File: config.mk
export PLATFORM = sky130hd
export DESIGN_NAME = enemy_manager
export DESIGN_NICKNAME = d
export VERILOG_FILES = /design/src/rtl/enemy_manager.sv
export SDC_FILE = /design/constraint.sdc
export NUM_CORES = 1
export LEC_CHECK = 0
export BUFFER_PORTS_ARGS = -buffer_cell sky130_fd_sc_hd__buf_2
export CORE_MARGIN = 8
export CORE_UTILIZATION = 35
export CTS_BUF_LIST = sky130_fd_sc_hd__clkbuf_8
export CTS_CLUSTER_DIAMETER = 30
export DETAILED_ROUTE_END_ITERATION = 6
export PLACE_DENSITY_LB_ADDON = 0.25
export SLEW_MARGIN = 10
export SYNTH_ARGS = -nofsm -noshare
export SYNTH_HDL_FRONTEND = slang
export SYNTH_SLANG_ARGS = --single-unit
File: constraint.sdc
create_clock -name clk -period 22 [get_ports clk]
set_clock_uncertainty 0.15 [all_clocks]
set_input_delay 1.1 -clock clk [delete_from_list [all_inputs] [get_ports clk]]
set_output_delay 1.1 -clock clk [all_outputs]
set_load 0.01 [all_outputs]
File: src/rtl/enemy_manager.sv
// Enemy slot table: spawns, advances and kills enemies,
// counts bottom-row breaches and tracks lives / game over.
module enemy_manager #(
    parameter int         NUM_SLOTS = 8,
    parameter int         NUM_LANES = 8,
    parameter int         ROWS      = 16,
    parameter int         LIVES     = 3,
    parameter logic [7:0] LFSR_SEED = 8'hA5
) (
    input  logic                                   clk,
    input  logic                                   resetN,
    input  logic                                   run,
    input  logic                                   ice,
    input  logic                                   spawn,
    input  logic                                   advance,
    input  logic                                   kill_valid,
    input  logic [$clog2(NUM_SLOTS)-1:0]           kill_slot,
    output logic [NUM_SLOTS-1:0]                   slot_active,
    output logic [NUM_SLOTS*$clog2(NUM_LANES)-1:0] slot_lane,
    output logic [NUM_SLOTS*$clog2(ROWS)-1:0]      slot_row,
    output logic [$clog2(NUM_SLOTS):0]             active_count,
    output logic                                   breach,
    output logic [7:0]                             lives_left,
    output logic                                   spawn_drop,
    output logic                                   game_over
);

    localparam int SW = $clog2(NUM_SLOTS);
    localparam int CW = SW + 1;
    localparam int LW = $clog2(NUM_LANES);
    localparam int RW = $clog2(ROWS);
    localparam logic [RW-1:0] BOTTOM = RW'(ROWS - 1);

    typedef enum logic [1:0] {
        IDLE = 2'd0,
        PLAY = 2'd1,
        OVER = 2'd2
    } state_t;

    state_t state_q, state_d;

    logic upd, sp, adv, kl;
    logic [7:0] lfsr_q, lfsr_d;
    logic [NUM_SLOTS-1:0] act_d;
    logic [NUM_SLOTS*LW-1:0] lane_d;
    logic [NUM_SLOTS*RW-1:0] row_d;
    logic [CW-1:0] nbr, cnt_d;
    logic [7:0] lives_d;
    logic drop_d, found;
    logic [SW-1:0] fidx;

    // State register
    always_ff @(posedge clk or posedge resetN) begin
        if (resetN) state_q <= IDLE;
        else        state_q <= state_d;
    end

    // Next state: start on run, end when the last life is lost
    always_comb begin
        state_d = state_q;
        case (state_q)
            IDLE: if (run) state_d = PLAY;
            PLAY: if (upd && nbr != '0 && lives_d == 8'd0)
                      state_d = OVER;
            OVER: state_d = OVER;
            default: state_d = IDLE;
        endcase
    end

    // Per-cycle update enables derived from the state
    always_comb begin
        upd = (state_q == PLAY) && run;
        sp  = upd && spawn && !ice;
        adv = upd && advance && !ice;
        kl  = upd && kill_valid;
    end

    // Next slot table, breach count and spawn allocation
    always_comb begin
        act_d  = slot_active;
        lane_d = slot_lane;
        row_d  = slot_row;
        nbr    = '0;
        found  = 1'b0;
        fidx   = '0;
        drop_d = 1'b0;
        for (int i = 0; i < NUM_SLOTS; i++) begin
            if (!slot_active[i] && !found) begin
                found = 1'b1;
                fidx  = SW'(i);
            end
        end
        for (int i = 0; i < NUM_SLOTS; i++) begin
            if (slot_active[i]) begin
                if (kl && kill_slot == SW'(i)) begin
                    act_d[i] = 1'b0;
                end else if (adv) begin
                    if (slot_row[i*RW +: RW] == BOTTOM) begin
                        act_d[i] = 1'b0;
                        nbr      = nbr + CW'(1);
                    end else begin
                        row_d[i*RW +: RW] =
                            slot_row[i*RW +: RW] + RW'(1);
                    end
                end
            end
        end
        if (sp) begin
            if (found) begin
                act_d[fidx]          = 1'b1;
                lane_d[fidx*LW +: LW] = lfsr_q[LW-1:0];
                row_d[fidx*RW +: RW]  = '0;
            end else begin
                drop_d = 1'b1;
            end
        end
    end

    // Active count, saturating lives and LFSR step
    always_comb begin
        cnt_d = '0;
        for (int i = 0; i < NUM_SLOTS; i++)
            cnt_d = cnt_d + CW'(act_d[i]);
        if (8'(nbr) >= lives_left) lives_d = 8'd0;
        else                       lives_d = lives_left - 8'(nbr);
        lfsr_d = {1'b0, lfsr_q[7:1]}
               ^ (lfsr_q[0] ? 8'hB8 : 8'h00);
    end

    // Registered outputs and LFSR
    always_ff @(posedge clk or posedge resetN) begin
        if (resetN) begin
            slot_active  <= '0;
            slot_lane    <= '0;
            slot_row     <= '0;
            active_count <= '0;
            breach       <= 1'b0;
            spawn_drop   <= 1'b0;
            game_over    <= 1'b0;
            lives_left   <= 8'(LIVES);
            lfsr_q       <= LFSR_SEED;
        end else begin
            slot_active  <= act_d;
            slot_lane    <= lane_d;
            slot_row     <= row_d;
            active_count <= cnt_d;
            breach       <= adv && (nbr != '0);
            spawn_drop   <= drop_d;
            game_over    <= (state_d == OVER);
            lives_left   <= lives_d;
            if (upd) lfsr_q <= lfsr_d;
        end
    end

endmodule

==> summary.txt, run 1 <==
Place
  – I/O Buffers: 88
  – Dpl cells: 894
  – Final Wtd Congestion: 0.8679
  – Post-DP HPWL: 12430 microns

Die
  – Initial core utilization: 35.88%
  – Total core area: 15890 sq um
  – # rows: 46
  – Die Area: 20620 sq um
  – Die Y: 143.6 microns
  – Die width: 143.6 microns
  – Boundary Pins: 89

Setup path
  – Worst Path Class, Setup: input port to register
  – Critical Path Start Type: input port
  – CP top delay family: simple AND/OR/NAND/NOR gates
  – Worst stage delay on the critical path: 0.71 ns
  – Crit path top cell by count: ha_1
  – Critical path fanouts, max: 11
  – Highest-delay cell along the critical path: o41ai_4
  – Worst Path Required: 22.16 ns
  – Worst setup EP type: register
  – Critical path arrival: 9.86 ns
  – Flop-to-flop setup slack: 12.64 ns
  – Worst Path Buf+Inv: 1

Global route
  – Total grt overflow: 0
  – Initial antenna violation count: 0
  – Pin count of the biggest net entering global routing: 70
  – Number of global-route vias before repair: 4926
  – First-pass GRT wire length: 25830 microns
  – GRT Util Overall: 15.99%

Finish
  – Layout Cells excl Fill: 910
  – Antenna fix cells: 0
  – Most frequent cells in the layout: 88 x buf_2, 83 x dfrtp_1, 67 x nor2_1
  – Layout cells sized above 1: 23.20%
  – Final net count: 730
  – Commonest non-fill, non-tap cell in the layout: buf_2
  – # fillers: 1601
  – Area Overhead vs Synth: 15.08%

Power
  – VDD IR max: 0.03825 mV
  – P_leak: 3.163 nW
  – P per Cell Area: 74.66 nW/um^2

Clock network
  – CTS H-Tree Depth: 3
  – Clock Tree Buf Depth: 2
  – CTS buffer count: 9
  – CTS Hold Bufs: 0
  – Clock sink count: 89
  – Post-CTS setup buffer count: 0
  – Clk_lat worst skew: 0.38 ns
  – Clock-pin slew on the worst setup and hold paths: 0.09 ns
  – CTS tree: yes
  – Post-CTS sizing: 0
  – Root buffer cell: clkbuf_8

Drt
  – Number of remaining DRC errors: 0
  – Starting DRT DRC Count: 304
  – DR vias: 4838
  – Post-Route WL: 15760 microns
  – Detailed-route wire length per cell: 17.31 microns
  – Drt via density: 5.316
  – Detailed Routing Iterations Pass 1: 5
  – ANT nets after route: 0

Timing
  – Post-route minimum period: 9.699 ns
  – Crit share post-route: 44.09%
  – Final Hold Fails: 0
  – Setup TNS: 0 ns
  – Setup violators final: 0
  – Max Fclk: 103.1 MHz
  – Unrepaired setup endpoints after global routing: no
  – Slew margin rel.: 40.78%
  – Fin. max-slew vios: 0
  – Worst Tran Pin Value: 0.8883 ns

Synth
  – Syn Area/Cell: 9.515 sq um
  – Syn Nets: 640
  – Cell count after synthesis: 599
  – Ys async rst share: 100.0%
  – Area leader, netlist: dfrtp_1
  – Post-Syn Area: 5699 sq um
  – Share of the synthesized area in the top cell type: 36.44%
  – Synthesized flop and latch total: 89
  – Top cells by area, synth: dfrtp_1 36%, ha_1 5.7%, nor2_1 4.4%
  – Register area share after synthesis: 39.21%
  – YS warnings: 0
  – EDFF count, synth: 0
  – Top FF cell, synth: dfrtp_1
  – Distinct cells, synth: 78

Hold path
  – Hold WC Path Type: register to register

Outcome
  – Status: finished clean

Run
  – MaxCap Viol Count: 0
[flip-flops by register name (all words and copies together), names as in the netlist]
name and flops:
slot_lane 24, state_q 2, breach 1, slot_row 32, lfsr_q 8, active_count 4, slot_active 8, spawn_drop 1
lives_left 8, game_over 1
[cells in the mapped netlist (3+ instances only)]
| library cell | number |
|---|---|
| dfrtp_1 | 83 |
| nor2_1 | 67 |
| nand2_1 | 65 |
| nand3_1 | 32 |
| o21ai_0 | 28 |
| ha_1 | 26 |
| inv_1 | 25 |
| nor3_1 | 24 |
| mux2_2 | 21 |
| xnor2_1 | 20 |
| xor2_1 | 17 |
| a21oi_1 | 16 |
| mux2i_1 | 15 |
| and3_1 | 11 |
| nand4_1 | 9 |
| or3_1 | 8 |
| clkbuf_1 | 7 |
| nand2b_1 | 7 |
| nor4_1 | 7 |
| o22ai_1 | 7 |
| and2_1 | 6 |
| dfstp_2 | 6 |
| fa_1 | 5 |
| nand3b_1 | 5 |
| a31oi_1 | 4 |
| nor2b_1 | 4 |
| a211oi_1 | 3 |
| nor3_2 | 3 |
| o211a_1 | 3 |
| o21ai_1 | 3 |
[layout make-up]
type | count | area, sq um | area share (%)
multi-input cells | 474 | 3307 | 50.42
clock buffers | 10 | 137.6 | 2.098
well taps | 216 | 270.3 | 4.121
repair buffers | 90 | 455.4 | 6.944
inverters | 25 | 95.09 | 1.450
clock inverters | 6 | 58.81 | 0.8966
flip-flops and latches | 89 | 2235 | 34.07
[layer usage]
metal / up-vias / routed length [microns] / global-route usage (%)
li1: 2338 / - / -
met1: 2370 / 6659 / 18.69
met2: 114 / 7810 / 27.35
met3: 16 / 979 / 4.313
met4: 0 / 305 / 6.253
met5: - / 0 / 0
[stage by stage]
stage               area, sq um  total power, mW  setup slack (ns)  utilization, %  hold slack (ns)
global placement           6362           0.3754             12.39           40.05           0.3133
finish                     6559           0.4896             12.30           41.29           0.3405
global route               6559           0.5278             11.76           41.29           0.3715
floorplan                  5699           0.3223             13.30               -           0.2960
CTS                        6559           0.4962             12.42           41.29           0.3449
detailed placement         6362           0.3795             12.03           40.05           0.3250
[path summary, 6_finish.rpt]
kind	start	to	cells after the start
worst min-delay path	slot_lane[15]$_DFFE_PP0P_	slot_lane[15]$_DFFE_PP0P_	2
worst min register to register	slot_lane[15]$_DFFE_PP0P_	slot_lane[15]$_DFFE_PP0P_	2
max in group asynchronous	resetN	spawn_drop$_DFF_PP0_	3
worst max-delay path	run	state_q[1]$_DFF_PP0_	36
min in group asynchronous	resetN	state_q[1]$_DFF_PP0_	2
worst max register to register	state_q[1]$_DFF_PP0_	state_q[1]$_DFF_PP0_	35
[where the power goes]
group	total [mW]	leakage (nW)	switching (mW)	internal, mW
clock	0.114	0.105	0.0591	0.0550
combinational	0.168	1.88	0.104	0.0632
sequential	0.208	1.18	0.0240	0.184
[cells by family after synthesis]
family                     synth area share (%)
buffers and inverters                     2.766
AOI/OAI and AO/OA                         13.41
xor gates and xnor gates                  6.367
DFF                                       39.21
and+or+nand+nor                           24.00
muxes                                     6.784
adders and majority gates                 7.464
[worst reg2reg max path, delay by kind of cell, from the launching register on]
family          cells  cell delay [ns]
simple gates       15             3.09
compound gates      8             2.28
flops               1             0.44
xor+xnor            3             0.86
mux                 2             0.34
fa+ha+maj           7             2.16
Note: power is estimated with default switching activity, not from simulation.
==> run 2: changes to the inputs <==
Settings changed: ABC_AREA set to 1.
Clock period 22 ns to 8.9 ns, I/O delays scaled along.
==> summary.txt, run 2 <==
Outcome
  – Status: finished clean

Clock network
  – Clock sink count: 89 (unchanged)
  – Clock-pin slew on the worst setup and hold paths: 0.10 ns (about the same)
  – Post-CTS sizing: 0 (unchanged)
  – Clk_lat worst skew: 0.37 ns (about the same)
  – Post-CTS setup buffer count: 0 (unchanged)
  – Root buffer cell: clkbuf_8
  – Clock Tree Buf Depth: 2 (unchanged)
  – CTS buffer count: 9 (unchanged)
  – CTS tree: yes
  – CTS Hold Bufs: 1 (+1)
  – CTS H-Tree Depth: 3 (unchanged)

Finish
  – Most frequent cells in the layout: 150 x nand2_1, 114 x inv_1, 88 x buf_2
  – Largest register by flop count: slot_row
  – Antenna fix cells: 0 (unchanged)
  – # fillers: 1571 (-1.9%)
  – Largest register FFs: 32 (unchanged)
  – FF/Latch Area: 2235 sq um (unchanged)
  – Area Overhead vs Synth: 16.35%
  – Design area: 6222 sq um (-5.1%)
  – Layout cells sized above 1: 18.11% (-5.1 points)
  – Final net count: 842 (+15%)
  – Finished Core Util: 41.24% (-0.053 points)
  – Commonest non-fill, non-tap cell in the layout: nand2_1
  – Footprint of the multi-input gates: 2633 sq um (-20%)
  – Top Registers: slot_row: 32 flops, slot_lane: 24 flops

Synth
  – Post-Syn Area: 5348 sq um (-6.2%)
  – YS warnings: 0 (unchanged)
  – Syn Area/Cell: 7.596 sq um (-20%)
  – Top cells by area, synth: dfrtp_1 39%, nand2_1 11%, inv_1 8.0%
  – Share of the synthesized area in the top cell type: 38.84% (+2.4 points)
  – Cell count after synthesis: 704 (+18%)
  – Distinct cells, synth: 44 (-44%)
  – Ys async rst share: 100.0% (unchanged)
  – Synthesized flop and latch total: 89 (unchanged)
  – Register area share after synthesis: 41.79% (+2.6 points)
  – Top FF cell, synth: dfrtp_1
  – EDFF count, synth: 0 (unchanged)
  – Area leader, netlist: dfrtp_1
  – Synth cell count leaders: 150 x nand2_1, 114 x inv_1, 83 x dfrtp_1
  – Top-count cell post-synth: nand2_1
  – Syn Nets: 745 (+16%)

Place
  – Final Wtd Congestion: 0.8985 (+3.5%)
  – I/O Buffers: 88 (unchanged)
  – Placed instance area: 6017 sq um (-5.4%)
  – Post-DP HPWL: 11150 microns (-10%)

Setup path
  – Critical path fanouts, max: 4 (-7)
  – Worst setup EP type: register
  – Critical path arrival: 7.68 ns (-2.18 ns)
  – Worst Path Class, Setup: register to register
  – Worst Path Required: 9.07 ns (-13.09 ns)
  – Critical Path Start Type: register
  – Crit path top cell by count: nand2_1
  – Worst stage delay on the critical path: 0.50 ns (-0.21 ns)
  – Highest-delay cell along the critical path: or4_1

Timing
  – Unrepaired setup endpoints after global routing: no
  – Fin. max-slew vios: 0 (unchanged)
  – Slew margin rel.: 50.29% (+9.5 points)
  – Worst Tran Pin Value: 0.7456 ns (-0.1426 ns)
  – Setup violators final: 0 (unchanged)
  – Final hold slack: 0.2770 ns (-0.06350 ns)
  – Final Hold Fails: 0 (unchanged)
  – Post-route minimum period: 7.515 ns
  – Crit share post-route: 84.44%
  – Setup TNS: 0 ns (unchanged)
  – Max Fclk: 133.1 MHz

Power
  – Reg power frac: 57.3% (+15 points)
  – Total power: 705.3 uW (+44%)
  – Combinational power share: 1.9% (-32 points)
  – Switching part of the total: 23.85% (-14 points)
  – Part of the power in the clock network: 40.8% (+17 points)
  – P per Cell Area: 113.4 nW/um^2 (+52%)
  – P_int: 537.1 uW (+78%)
  – VDD IR max: 0.05062 mV (+32%)
  – P_leak: 3.423 nW (+8.2%)
  – Switching power: 168.2 uW (-10%)

Drt
  – Detailed-route wire length per cell: 14.10 microns (-19%)
  – Detailed Routing Iterations Pass 1: 4 (-1)
  – ANT nets after route: 0 (unchanged)
  – Post-Route WL: 14020 microns (-11%)
  – Drt via density: 4.772 (-10%)
  – Number of remaining DRC errors: 0 (unchanged)
  – DR vias: 4743 (-2.0%)
  – Starting DRT DRC Count: 245 (-19%)

Global route
  – Number of global-route vias before repair: 4691 (-4.8%)
  – Initial antenna violation count: 0 (unchanged)
  – GRT Util Overall: 15.08% (-0.91 points)
  – First-pass GRT wire length: 23460 microns (-9.2%)
  – Total grt overflow: 0 (unchanged)
  – Pin count of the biggest net entering global routing: 58 (-17%)

Run
  – MaxCap Viol Count: 0 (unchanged)

Die
  – # rows: 45 (-2.2%)
  – Die Y: 139.6 microns (-2.8%)
  – Die Area: 19490 sq um (-5.5%)
  – Initial core utilization: 35.44% (-0.44 points)
  – Total core area: 15090 sq um (-5.0%)
  – Boundary Pins: 89 (unchanged)
  – Die width: 139.6 microns (-2.8%)

Hold path
  – Hold WC Path Type: input port to register
[run 2: cell count changes after synthesis, sizes merged, moves of 11 or more]
cell and delta:
nor2 +11, mux2i -15, and3 -11, nand2 +88
xor2 -11, a21oi +16, nand3 +34, inv +94
o21ai +19, mux2 -19, xnor2 -17
[run 2: path summary, 6_finish.rpt]
check / cells after the start / startpoint / to / slack, ns
setup reg to reg: 39 / slot_row[1]$_DFF_PP0_ / game_over$_DFF_PP0_ / 1.38
setup / recovery: 39 / slot_row[1]$_DFF_PP0_ / game_over$_DFF_PP0_ / 1.38
hold / removal: 3 / run / state_q[0]$_DFF_PP0_ / 0.28
min in group asynchronous: 3 / resetN / slot_lane[6]$_DFFE_PP0P_ / 0.50
hold reg to reg: 2 / slot_lane[9]$_DFFE_PP0P_ / slot_lane[9]$_DFFE_PP0P_ / 0.33
max in group asynchronous: 4 / resetN / slot_row[25]$_DFF_PP0_ / 6.95
[run 2: area by class of cell]
cell class                 count  area share [%]
sequential                    89           35.91
tap                          188           3.780
inverter                     120           7.259
clock inverter                 7           1.146
timing repair buffer          92           7.601
multi-input combinational    489           42.31
clock buffer                   9           1.991
[run 2: kinds of logic after synthesis]
| kind of cell | after synthesis | share of synthesized area (%) |
|---|---|---|
| flops | 89 | 41.79 |
| mux | 2 | 0.4211 |
| compound gates | 101 | 10.18 |
| buf+inv | 126 | 8.984 |
| fa+ha+maj | 31 | 7.955 |
| simple gates | 345 | 29.04 |
| xor+xnor | 10 | 1.638 |
[run 2: power groups by stage]
stage | logic, mW | registers, mW | clock network, mW
after global routing | 0.0160 | 0.404 | 0.316
after detailed placement | 0.0140 | 0.412 | 0
after global placement | 0.0138 | 0.412 | 0
after floorplan | 0.00746 | 0.412 | 0
final | 0.0135 | 0.404 | 0.288
after CTS | 0.0144 | 0.404 | 0.300
[run 2: per-layer routing]
metal / part of all wire (%) / wire length [microns] / up-vias / track usage (%)
met3: 5.5 / 770 / 15 / 3.933
met2: 46 / 6440 / 87 / 24.32
met5: 0 / 0 / - / 0
met1: 47 / 6549 / 2171 / 18.95
met4: 1.8 / 259 / 0 / 5.943
li1: - / - / 2470 / -
[run 2: worst max-delay path: cells and delay by family (launching register included)]
family / cells / cell delay [ns]
buffers and inverters: 6 / 0.43
flip-flops: 1 / 0.41
AND/OR/NAND/NOR: 21 / 3.34
AO/OA/AOI/OAI: 3 / 0.59
adder cells (fa/ha/maj): 9 / 2.50
[run 2: per-stage QoR]
stage / setup WS [ns] / instances
after global placement: 1.407 / 977
after floorplan: 1.883 / 704
after global routing: 0.7409 / 994
after detailed placement: 1.297 / 977
final: 1.385 / 994
after CTS: 1.341 / 994
==> run 3: changes to the inputs <==
Settings changed: ABC_AREA 1 to 0.
Clock period 8.9 ns to 6.8 ns, I/O delays scaled along.
==> summary.txt, run 3 (synthesized netlist as in run 1, its figures left out) <==
Finish
  – FF/Latch Area: 2235 sq um (unchanged)
  – Footprint of the multi-input gates: 3515 sq um (+34%)
  – Antenna fix cells: 0 (unchanged)
  – Layout Cells excl Fill: 1046 (+5.2%)
  – Top Registers: slot_row: 32 flops, slot_lane: 24 flops
  – # fillers: 1508 (-4.0%)
  – Largest register by flop count: slot_row
  – Final net count: 866 (+2.9%)
  – Design area: 7784 sq um (+25%)
  – Layout cells sized above 1: 39.64% (+22 points)
  – Area Overhead vs Synth: 36.58%
  – Most frequent cells in the layout: 136 x buf_4, 88 x buf_2, 83 x dfrtp_1
  – Commonest non-fill, non-tap cell in the layout: buf_4
  – Largest register FFs: 32 (unchanged)

Timing
  – Final Hold Fails: 0 (unchanged)
  – Fin. max-slew vios: 0 (unchanged)
  – Worst Tran Pin Value: 0.7801 ns (+0.03450 ns)
  – Unrepaired setup endpoints after global routing: yes
  – Max Fclk: 130.7 MHz (-1.8%)
  – Final hold slack: 0.3040 ns (+0.02703 ns)
  – Crit share post-route: 112.5% (+28 points)
  – Post-route minimum period: 7.651 ns (+0.1356 ns)
  – Worst setup margin: -0.8508 ns (-2.236 ns)
  – Slew margin rel.: 47.99% (-2.3 points)
  – Setup violators final: 3 (+3)

Setup path
  – Worst stage delay on the critical path: 0.49 ns (about the same)
  – Highest-delay cell along the critical path: or4_4
  – Worst Path Class, Setup: register to register
  – Crit path top cell by count: buf_4
  – Worst Path Required: 6.98 ns (-2.09 ns)
  – Critical Path Start Type: register
  – Critical path fanouts, max: 4 (unchanged)
  – Worst setup EP type: register
  – Critical path arrival: 7.83 ns (+0.15 ns)

Drt
  – Starting DRT DRC Count: 323 (+32%)
  – Detailed Routing Iterations Pass 1: 5 (+1)
  – Detailed-route wire length per cell: 16.83 microns (+19%)
  – Post-Route WL: 17610 microns (+26%)
  – Drt via density: 5.201 (+9.0%)
  – ANT nets after route: 0 (unchanged)
  – DR vias: 5440 (+15%)
  – Number of remaining DRC errors: 0 (unchanged)

Clock network
  – CTS H-Tree Depth: 3 (unchanged)
  – Root buffer cell: clkbuf_8
  – CTS buffer count: 9 (unchanged)
  – Clk_lat worst skew: 0.39 ns (+0.02 ns)
  – Clock-pin slew on the worst setup and hold paths: 0.11 ns (about the same)
  – CTS tree: yes
  – Clock Tree Buf Depth: 2 (unchanged)
  – Clock sink count: 89 (unchanged)

Die
  – Boundary Pins: 89 (unchanged)
  – Die Area: 20620 sq um (+5.8%)
  – Total core area: 15890 sq um (+5.3%)
  – Initial core utilization: 35.88% (+0.44 points)
  – Die width: 143.6 microns (+2.9%)
  – # rows: 46 (+2.2%)
  – Die Y: 143.6 microns (+2.9%)

Power
  – P per Cell Area: 216.2 nW/um^2 (+91%)
  – VDD IR max: 0.1405 mV (+180%)
  – Total power: 1.683 mW (+140%)
  – P_leak: 3.818 nW (+12%)

Outcome
  – Violated checks: negative setup slack
  – Status: finished with violations

Hold path
  – Hold WC Path Type: input port to register

Run
  – MaxCap Viol Count: 0 (unchanged)

Place
  – Final Wtd Congestion: 0.9289 (+3.4%)
  – Pre-CTS setup slack: -0.9402 ns (-2.238 ns)
  – Post-DP HPWL: 13520 microns (+21%)
  – Dpl cells: 992 (+1.5%)
  – Placed instance area: 7144 sq um (+19%)
  – I/O Buffers: 88 (unchanged)

Global route
  – Initial antenna violation count: 0 (unchanged)
  – Pin count of the biggest net entering global routing: 62 (+6.9%)
  – GRT Util Overall: 17.43% (+2.4 points)
  – First-pass GRT wire length: 28190 microns (+20%)
  – Total grt overflow: 0 (unchanged)
  – Number of global-route vias before repair: 5599 (+19%)
==> run 3: final timing paths <==
| path | start | end | slack (ns) | depth (start not counted) |
|---|---|---|---|---|
| worst max-delay path | state_q[1]$_DFF_PP0_ | state_q[1]$_DFF_PP0_ | -0.85 | 43 |
| worst min-delay path | run | state_q[0]$_DFF_PP0_ | 0.30 | 4 |
| worst max register to register | state_q[1]$_DFF_PP0_ | state_q[1]$_DFF_PP0_ | -0.85 | 43 |
| min in group asynchronous | resetN | state_q[0]$_DFF_PP0_ | 0.36 | 3 |
| worst min register to register | lfsr_q[3]$_DFFE_PP0N_ | lfsr_q[3]$_DFFE_PP0N_ | 0.34 | 2 |
| max in group asynchronous | resetN | slot_active[4]$_DFF_PP0_ | 4.97 | 4 |
==> run 3: where the power goes <==
part           switching, mW  internal (mW)
Clock                  0.220          0.140
Sequential            0.0477          0.595
Combinational          0.397          0.283
Total                  0.664           1.02
==> run 3: through the flow <==
stage / setup TNS [ns] / util (%)
detailed placement: -2.379 / 44.97
floorplan: -2.424 / -
global placement: -1.832 / 44.97
CTS: -2.094 / 48.08
global route: -3.013 / 49.00
finish: -2.091 / 49.00
==> run 3: critical path: cells and delay by family (launching register included) <==
kind	cells	cell delay, ns
adders and majority gates	2	0.52
and+or+nand+nor	9	2.25
DFF	1	0.40
muxes	2	0.36
AOI/OAI and AO/OA	4	0.53
buffers and inverters	23	2.85
xor gates and xnor gates	3	0.55
==> run 3: area by class of cell <==
class / instances / share of cell area, %
Clock buffer: 9 / 1.591
Clock inverter: 7 / 0.8037
Inverter: 25 / 1.222
Multi-Input combinational cell: 474 / 45.15
Sequential cell: 89 / 28.71
Tap cell: 216 / 3.472
Timing Repair Buffer: 226 / 19.05
==> run 3: timing repair <==
| action | in CTS | in global routing |
|---|---|---|
| resized for setup | 12 | 18 |
| setup buffers | 30 | 8 |
| setup endpoints to repair | 3 | 10 |
| pin swaps | 13 | 21 |
| hold buffers | 1 | 0 |
| endpoints found under the hold margin | 24 | 0 |
==> run 3: layer usage <==
layer	GRT usage (%)	vias up	part of all wire, %
met5	0	-	0
met4	8.190	0	2.0
met3	3.451	26	5.4
met2	30.04	131	50
met1	20.47	2678	43
li1	-	2605	-
